--- src/rtl/alu_arbiter.sv ---
// Round-robin arbiter sharing one combinational ALU between two requesters.
// Optional grant counters are built when ALU_ARB_CNT_EN is defined.

module Alu (
    input  logic [31:0] a,
    input  logic [31:0] b,
    input  logic [2:0]  op,
    input  logic        unsig,
    output logic [31:0] aluout,
    output logic        compout,
    output logic        overflow
);

    logic [31:0] w_sum;
    logic [31:0] w_diff;
    logic        w_add_ovf;
    logic        w_sub_ovf;

    assign w_sum  = a + b;
    assign w_diff = a - b;

    assign w_add_ovf = (a[31] == b[31]) && (w_sum[31] != a[31]);
    assign w_sub_ovf = (a[31] != b[31]) && (w_diff[31] != a[31]);

    // Result select, signed/unsigned less-than, signed overflow
    always_comb begin
        aluout   = 32'h0;
        overflow = 1'b0;
        case (op)
            3'b000: aluout = a & b;
            3'b001: aluout = a | b;
            3'b010: begin
                aluout   = w_sum;
                overflow = w_add_ovf & ~unsig;
            end
            3'b100: aluout = ~(a | b);
            3'b101: aluout = a ^ b;
            3'b110: begin
                aluout   = w_diff;
                overflow = w_sub_ovf & ~unsig;
            end
            default: aluout = 32'h0;
        endcase
        if (unsig)
            compout = (a < b);
        else
            compout = ($signed(a) < $signed(b));
    end

endmodule

module alu_arbiter (
    input  logic        clock,
    input  logic        reset,
    input  logic        req0_valid,
    input  logic [31:0] req0_a,
    input  logic [31:0] req0_b,
    input  logic [2:0]  req0_op,
    input  logic        req0_unsig,
    output logic        req0_ready,
    input  logic        req1_valid,
    input  logic [31:0] req1_a,
    input  logic [31:0] req1_b,
    input  logic [2:0]  req1_op,
    input  logic        req1_unsig,
    output logic        req1_ready,
    output logic        rsp_valid,
    output logic        rsp_id,
    output logic [31:0] rsp_aluout,
    output logic        rsp_compout,
    output logic        rsp_overflow,
    input  logic        rsp_ready,
    output logic [15:0] cnt0,
    output logic [15:0] cnt1
);

    logic        r_prio;
    logic        r_rsp_valid;
    logic        r_rsp_id;
    logic [31:0] r_rsp_aluout;
    logic        r_rsp_compout;
    logic        r_rsp_overflow;

    logic        w_free;
    logic        w_gnt0;
    logic        w_gnt1;
    logic        w_gnt;

    logic [31:0] w_a;
    logic [31:0] w_b;
    logic [2:0]  w_op;
    logic        w_unsig;

    logic [31:0] w_alu_out;
    logic        w_alu_comp;
    logic        w_alu_ovf;

    logic        w_kill;
    logic        w_ovf_ok;
    logic [31:0] w_cap_out;
    logic        w_cap_ovf;

    // The slot is free when empty or being drained this cycle
    assign w_free = ~r_rsp_valid | rsp_ready;

    // Round-robin: a lone requester wins, contention goes to r_prio
    always_comb begin
        w_gnt0 = 1'b0;
        w_gnt1 = 1'b0;
        if (!reset && w_free) begin
            if (req0_valid && (!req1_valid || !r_prio))
                w_gnt0 = 1'b1;
            else if (req1_valid)
                w_gnt1 = 1'b1;
        end
    end

    assign w_gnt      = w_gnt0 | w_gnt1;
    assign req0_ready = w_gnt0;
    assign req1_ready = w_gnt1;

    // Steer the granted requester onto the shared datapath
    always_comb begin
        w_a     = req0_a;
        w_b     = req0_b;
        w_op    = req0_op;
        w_unsig = req0_unsig;
        if (w_gnt1) begin
            w_a     = req1_a;
            w_b     = req1_b;
            w_op    = req1_op;
            w_unsig = req1_unsig;
        end
    end

    Alu u_alu (
        .a        (w_a),
        .b        (w_b),
        .op       (w_op),
        .unsig    (w_unsig),
        .aluout   (w_alu_out),
        .compout  (w_alu_comp),
        .overflow (w_alu_ovf)
    );

    // Undefined ops read as zero; overflow only means something on signed add/sub
    assign w_kill    = (w_op == 3'b011) || (w_op == 3'b111);
    assign w_ovf_ok  = ((w_op == 3'b010) || (w_op == 3'b110)) && !w_unsig;
    assign w_cap_out = w_kill ? 32'h0 : w_alu_out;
    assign w_cap_ovf = w_ovf_ok & w_alu_ovf & ~w_kill;

    // Priority flips away from whoever was just granted
    always_ff @(posedge clock) begin
        if (reset)
            r_prio <= 1'b0;
        else if (w_gnt)
            r_prio <= w_gnt0;
    end

    // One-entry response register; a grant overwrites a consumed entry
    always_ff @(posedge clock) begin
        if (reset) begin
            r_rsp_valid    <= 1'b0;
            r_rsp_id       <= 1'b0;
            r_rsp_aluout   <= 32'h0;
            r_rsp_compout  <= 1'b0;
            r_rsp_overflow <= 1'b0;
        end else if (w_gnt) begin
            r_rsp_valid    <= 1'b1;
            r_rsp_id       <= w_gnt1;
            r_rsp_aluout   <= w_cap_out;
            r_rsp_compout  <= w_alu_comp;
            r_rsp_overflow <= w_cap_ovf;
        end else if (rsp_ready) begin
            r_rsp_valid    <= 1'b0;
        end
    end

    assign rsp_valid    = r_rsp_valid;
    assign rsp_id       = r_rsp_id;
    assign rsp_aluout   = r_rsp_aluout;
    assign rsp_compout  = r_rsp_compout;
    assign rsp_overflow = r_rsp_overflow;

`ifdef ALU_ARB_CNT_EN
    logic [15:0] r_cnt0;
    logic [15:0] r_cnt1;

    // Saturating per-requester grant counters
    always_ff @(posedge clock) begin
        if (reset) begin
            r_cnt0 <= 16'h0;
            r_cnt1 <= 16'h0;
        end else begin
            if (w_gnt0 && (r_cnt0 != 16'hFFFF))
                r_cnt0 <= r_cnt0 + 16'd1;
            if (w_gnt1 && (r_cnt1 != 16'hFFFF))
                r_cnt1 <= r_cnt1 + 16'd1;
        end
    end

    assign cnt0 = r_cnt0;
    assign cnt1 = r_cnt1;
`else
    assign cnt0 = 16'h0;
    assign cnt1 = 16'h0;
`endif

endmodule

--- config.mk ---
export PLATFORM = sky130hd
export DESIGN_NAME = alu_arbiter
export DESIGN_NICKNAME = d
export VERILOG_FILES = /design/src/rtl/alu_arbiter.sv
export SDC_FILE = /design/constraint.sdc
export NUM_CORES = 1
export LEC_CHECK = 0
export CAP_MARGIN = 0
export CORE_MARGIN = 4
export CORE_UTILIZATION = 52
export CTS_BUF_LIST = sky130_fd_sc_hd__clkbuf_2 sky130_fd_sc_hd__clkbuf_4 sky130_fd_sc_hd__clkbuf_8
export CTS_CLUSTER_SIZE = 30
export DETAILED_ROUTE_END_ITERATION = 10
export HOLD_SLACK_MARGIN = 0.02
export PLACE_DENSITY = 0.83
export REMOVE_ABC_BUFFERS = 1
export SLEW_MARGIN = 25
export SYNTH_ARGS = -nofsm -noshare
export SYNTH_HDL_FRONTEND = slang
export SYNTH_HIERARCHICAL = 1
export SYNTH_SLANG_ARGS = --single-unit
--- constraint.sdc ---
create_clock -name clock -period 6.35 [get_ports clock]
set_input_delay 0.635 -clock clock [delete_from_list [all_inputs] [get_ports clock]]
set_output_delay 0.635 -clock clock [all_outputs]
set_load 0.02 [all_outputs]
# After elaboration in Yosys (flattened, before gate mapping)
# Index checks and enable logic that the tools add are counted.
[word_totals]
n_memories = 0
latchBits = 0
word_cells = 63
input_bits = 141
output_inout_bits = 70
mem_bits_ro = 0
mem_bits_rw = 0
regBits = 37
[classes]
n_reduce_logical = 14
mul = 0
shift = 0
eq_ne = 11
mux = 15
magnitude_cmp = 2
div = 0
bitwise = 13
add_sub_neg = 2
[op_table]
columns = ["op", "count"]
rows = [
  ["32-bit case mux with 6 select lines", 1],
  ["32-bit 2-to-1 mux", 3],
  ["32-bit less-than comparator", 2],
  ["32-bit adder", 1],
  ["32-bit bitwise AND", 1],
  ["32-bit inverter", 1],
  ["32-bit OR", 1],
  ["32-bit subtractor", 1],
  ["32-bit bitwise XOR", 1],
  ["3-bit == test, second input constant", 4],
  ["1-bit 2-to-1 mux", 9],
  ["3-bit by 2-bit == test with 1-bit output, second input constant", 2],
  ["1-bit logical AND", 5],
  ["1-bit bitwise AND", 4],
  ["1-bit zero test", 4],
  ["3-bit by 1-bit == test with 1-bit output, second input constant", 1],
  ["3-bit zero test", 1],
  ["1-bit logical OR", 3],
  ["3-bit 2-to-1 mux", 1],
  ["1-bit != test", 3],
  ["1-bit inverter", 3],
  ["1-bit OR", 2],
  ["1-bit case mux with 2 select lines", 1],
  ["2-bit nonzero test", 1],
  ["1-bit == test", 1],
]

# Depth between registers and ports, before layout
# Gate-level depths: netlist of the first run.
[logic_depth]
word_depth = 13
mapped_depth = 20
depth_no_buf = 18

# By module
# Netlist of the first run, hierarchy kept.
[by_module_without_submodules]
columns = ["mod", "cells_per_inst", "seq_area_each_um2", "area_each_um2", "n_inst"]
rows = [
  ["Alu", 831, 0.0, 5604.1, 1],
  ["alu_arbiter", 213, 740.7, 2323.5, 1],
]

# Worst setup path before layout of the first run
# No wires, ideal clock.
[synth_timing]
path_kind = "input to register"
start = "in rsp_ready"
end = "reg r_rsp_overflow (netlist: rsp_overflow)"
setup_slack_ns = 1.734
t_arrival_ns = 4.531
path_stages = 19
t_required_ns = 6.264
n_path_buf = 2
cell_sequence = "nand2b_1 nand4b_1 buf_2 buf_2 mux2_2 inv_1 ha_1 a211oi_1 o21ai_2 o211ai_2 a31oi_2 a311oi_2 a211o_2 o31ai_2 or3_1 a311oi_2 nor4bb_1 mux2i_1 a211oi_1"
[synth_via]
elab_chain_len = 11
[synth_lines]
columns = ["item", "line_no", "rtl"]
rows = [
  ["start, declared", "72", "input logic rsp_ready,"],
  ["1-bit OR *", "104", "assign w_free = ~r_rsp_valid | rsp_ready;"],
  ["1-bit logical AND *", "110", "if (!reset && w_free) begin"],
  ["1-bit 2-to-1 mux *", "110", ""],
  ["32-bit 2-to-1 mux *", "128", "if (w_gnt1) begin"],
  ["via w_b[1]", "90", "logic [31:0] w_b;"],
  ["32-bit subtractor or 32-bit adder (tied branches)", "20, 19", ""],
  ["1-bit != test (on tied branches)", "23, 22", ""],
  ["1-bit logical AND (on tied branches)", "23, 22", ""],
  ["1-bit bitwise AND (on tied branches)", "40, 34", ""],
  ["1-bit case mux with 2 select lines *", "29", "case (op)"],
  ["via w_alu_ovf", "96", "logic w_alu_ovf;"],
  ["1-bit bitwise AND * (2 in series)", "150", "assign w_cap_ovf = w_ovf_ok & w_alu_ovf & ~w_kill;"],
  ["end signal, assigned", "173", "r_rsp_overflow <= w_cap_ovf;"],
  ["end, declared", "82", "logic r_rsp_overflow;"],
]
# Mark *: on every way through the listed nets, which the timed path passes. The rest lies on a longest branch.
# A chain may end at the register's enable or synchronous reset.

# Worst setup path in the final report of the first run
[layout_timing]
start = "in rsp_ready"
end = "reg r_rsp_overflow (netlist: rsp_overflow)"
[layout_via]
elab_chain_len = 11
[layout_lines]
columns = ["item", "line_no", "rtl"]
rows = [
  ["1-bit OR *", "104", ""],
  ["1-bit logical AND *", "110", ""],
  ["1-bit 2-to-1 mux *", "110", ""],
  ["32-bit 2-to-1 mux *", "128", ""],
  ["via w_a[9]", "89", "logic [31:0] w_a;"],
  ["32-bit subtractor or 32-bit adder (tied branches)", "20, 19", ""],
  ["1-bit != test (on tied branches)", "23, 22", ""],
  ["1-bit logical AND (on tied branches)", "23, 22", ""],
  ["1-bit bitwise AND (on tied branches)", "40, 34", ""],
  ["1-bit case mux with 2 select lines *", "29", ""],
  ["via w_alu_ovf", "96", ""],
  ["1-bit bitwise AND * (2 in series)", "150", ""],
]
# Marks and branches as above.

==> out/qor.yml, run 1 <==
yosys:
  synth_area_per_cell_um2: 7.59
  synth_edf_count: 0
  seq_area_frac_synth_pct: 9.34
  ys_warn_count: 6
  synth_top_area_share_pct: 16.7
  ys_seq_elements: 37
  synth_area_leaders: "ha_1 17%, mux2_2 13%, dfxtp_1 9.3%, a21oi_1 5.6%, inv_1 4.5%"
  async_reset_ff_share_pct: 0
  ys.flop_type: "dfxtp_1"
  syn_inst: 1044
  syn_area_um2: 7930
  synth_cell_types: 88
  yosysTopAreaCell: "ha_1"
placed_design:
  io_buffer_count: 178
  globalplace.congestion: 0.950
  placed_area_um2: 9670
  hpwl_mm: 18.0
  dpl_worst_slack_ns: 0.464
clock_tree:
  hold_buffers: 0
  cts-root-buf: "clkbuf_8"
  cts_buffers: 5
  htree_levels: 2
  cts.clk_slew.worst_paths_ns: 0.10
  clock-sinks: 37
  cts_tree: "built"
  postCtsSetupBuffers: 0
  cts_buffer_depth: 2
  ctsResizeCount: 0
  clk_latency_ns: 0.33
finish:
  antenna_cells: 0
  nets: 1424
  final_layout_size_suffix_gt1_share_pct: 12.6
  final_area_um2: 9750
  areaGrowthSynthToFinish_pct: 23.0
  utilization_pct: 66.1
route:
  detail-route-antenna-nets: 0
  routed_wl_mm: 23.6
  wl_per_cell_um: 17.4
  drt_iter0_drc: 649
  drc: 0
  drtPass1Iterations: 7
  vias: 8181
  routed_via_density: 6.02
floorplanning:
  dieHeight_um: 131
  core_um2: 14800
  num_rows: 44
  start_util_pct: 53.7
  fp.dieW_um: 131
  die_area_um2: 17300
  pin_count: 211
sta:
  max_freq_mhz: 178
  slew_headroom_pct: 39.0
  post-route-period-util_pct: 88.4
  report.final.slew_viol_count: 0
  timing.final.ws_setup_ns: 0.737
  setup_viol: 0
  min_period_ns: 5.61
  rsz0062_at_grt: "false"
  clock_skew_ns: 0.00739
  worst_pin_slew_ns: 0.913
  hold_viol_final: 0
pwr:
  ir_drop_uv: 86.1
  cellLeakagePower_uw: 0.00425
  powerDensity_nw_per_um2: 153
global_routing:
  grt_max_degree: 66
  grt_first_pass_wirelength_mm: 39.0
  grt_pass1_vias: 7763
  overflow: 0
  antenna_found_initial: 0
  grt.total_usage_pct: 26.2
hold_path:
  hold_path.class: "flip-flop to flip-flop"
  whs_path_depth: 2
run:
  drv_cap: 0
run_status:
  status: "complete, no violations"
worst_setup_path:
  rr_worst_depth: 18
  worst_setup_path_end_kind: "flip-flop"
  cp.arrival_ns: 5.86
  start_kind: "input pin"
  critPathKind: "input pin to flip-flop"
  critPathMaxFanout: 28
  crit_required_ns: 6.59
## flip-flops by register name, summed over array words and instances (netlist names)
signal	count
r_prio	1
rsp_aluout	32
rsp_valid	1
rsp_overflow	1
rsp_compout	1
rsp_id	1
## per-layer routing
| layer | wire length, µm | GRT usage (%) | vias up |
|---|---|---|---|
| li1 | - | - | 3985 |
| met4 | 335 | 5.60 | 0 |
| met5 | 0 | 0 | - |
| met3 | 1970 | 4.89 | 32 |
| met1 | 10600 | 36.0 | 3778 |
| met2 | 10800 | 43.1 | 386 |
## where the power goes
group	total (µW)	switching, µW	leakage [µW]	internal [µW]
Clock	193	117	0.0000439	76.3
Sequential	272	14.0	0.000304	258
Combinational	1020	565	0.00390	459
## area by class of cell
| cell class | instances | area (µm²) |
|---|---|---|
| clock buffers | 5 | 68.8 |
| clock inverters | 3 | 17.5 |
| fillers | 1291 | 5000 |
| inverters | 99 | 372 |
| multi-input cells | 834 | 6370 |
| flip-flops and latches | 37 | 741 |
| well taps | 184 | 230 |
| repair buffers | 198 | 1960 |
## synthesized netlist by cell type, types with 25 or more instances
cell      count
a211oi_1     40
a21oi_1      89
a22o_1       31
buf_4        33
clkbuf_1     43
dfxtp_1      37
ha_1        106
inv_1        96
mux2_2       94
nand2_1      39
nor2_1       91
o22ai_1      25
## path summary, 6_finish.rpt
kind / from / endpoint / slack [ns]
worst max-delay path: rsp_ready / rsp_overflow / 0.74
worst min-delay path: rsp_id / rsp_id / 0.46
worst max register to register: r_prio / rsp_overflow / 1.26
worst min register to register: rsp_id / rsp_id / 0.46
## stage by stage
step                      hold WS (ns)  total power, µW  std cells  setup TNS [ns]
after floorplan                  0.464              962        970          -0.538
after global placement           0.444             1270       1352               0
after detailed placement         0.456             1280       1352               0
after CTS                        0.470             1480       1360               0
after global routing             0.496             1600       1360               0
final                            0.464             1490       1360               0
## cell usage in the layout (no fill, tap or decap), types with 5 or more instances in the layout
master           synthesis  layout
a2111oi_0                5       5
a211oi_1                40      40
a21o_1                  15      15
a21oi_1                 89      89
a22o_1                  31      31
a31oi_1                 12      12
and3_1                   6       6
buf_4                   33      18
clkbuf_8                 0       5
clkdlybuf4s50_1          0     178
conb_1                   1      32
dfxtp_1                 37      37
ha_1                   106     106
inv_1                   96      96
mux2_2                  94      93
mux2i_1                  9       9
nand2_1                 39      39
nand2b_1                12      12
nand3_1                 11      11
nor2_1                  91      90
nor2b_1                 12      12
nor3_1                  19      19
nor4_1                   8       8
o211ai_1                14      14
o21a_1                   8       8
o21ai_0                 23      23
o21ai_1                  8       8
o21bai_1                10      10
o22ai_1                 25      25
o31ai_1                  9       9
xnor2_1                 16      16
## cell families after synthesis
family          after synthesis  synth area share [%]
buf+inv                     204                  11.9
fa+ha+maj                   108                  17.2
simple gates                224                  13.6
compound gates              346                  30.9
flops                        37                  9.34
other cells                   1                0.0473
mux                         104                  14.8
xor+xnor                     20                  2.21
## critical path, cell delays in order
cell and delay (ns):
clkdlybuf4s50_1 0.54, nand2b_1 0.18, nand4b_1 0.43, buf_12 0.35, mux2_2 0.27, inv_1 0.05, ha_1 0.50, and4_1 0.33
and3_1 0.18, o211ai_2 0.12, a31oi_2 0.22, a311oi_2 0.17, a211o_2 0.42, o31ai_2 0.21, a221oi_1 0.14, a311oi_2 0.31
nor4bb_1 0.37, mux2i_1 0.14, a211oi_1 0.26
No activity file was read; power rests on OpenSTA's default activity.
==> run 2, diff against run 1 <==
--- a/config.mk
+++ b/config.mk
@@ -19,3 +19,4 @@
 export SYNTH_HDL_FRONTEND = slang
 export SYNTH_HIERARCHICAL = 1
 export SYNTH_SLANG_ARGS = --single-unit
+export TNS_END_PERCENT = 10
==> results of run 2 <==
Final layout, timing and power as in run 1 (identical DEF).
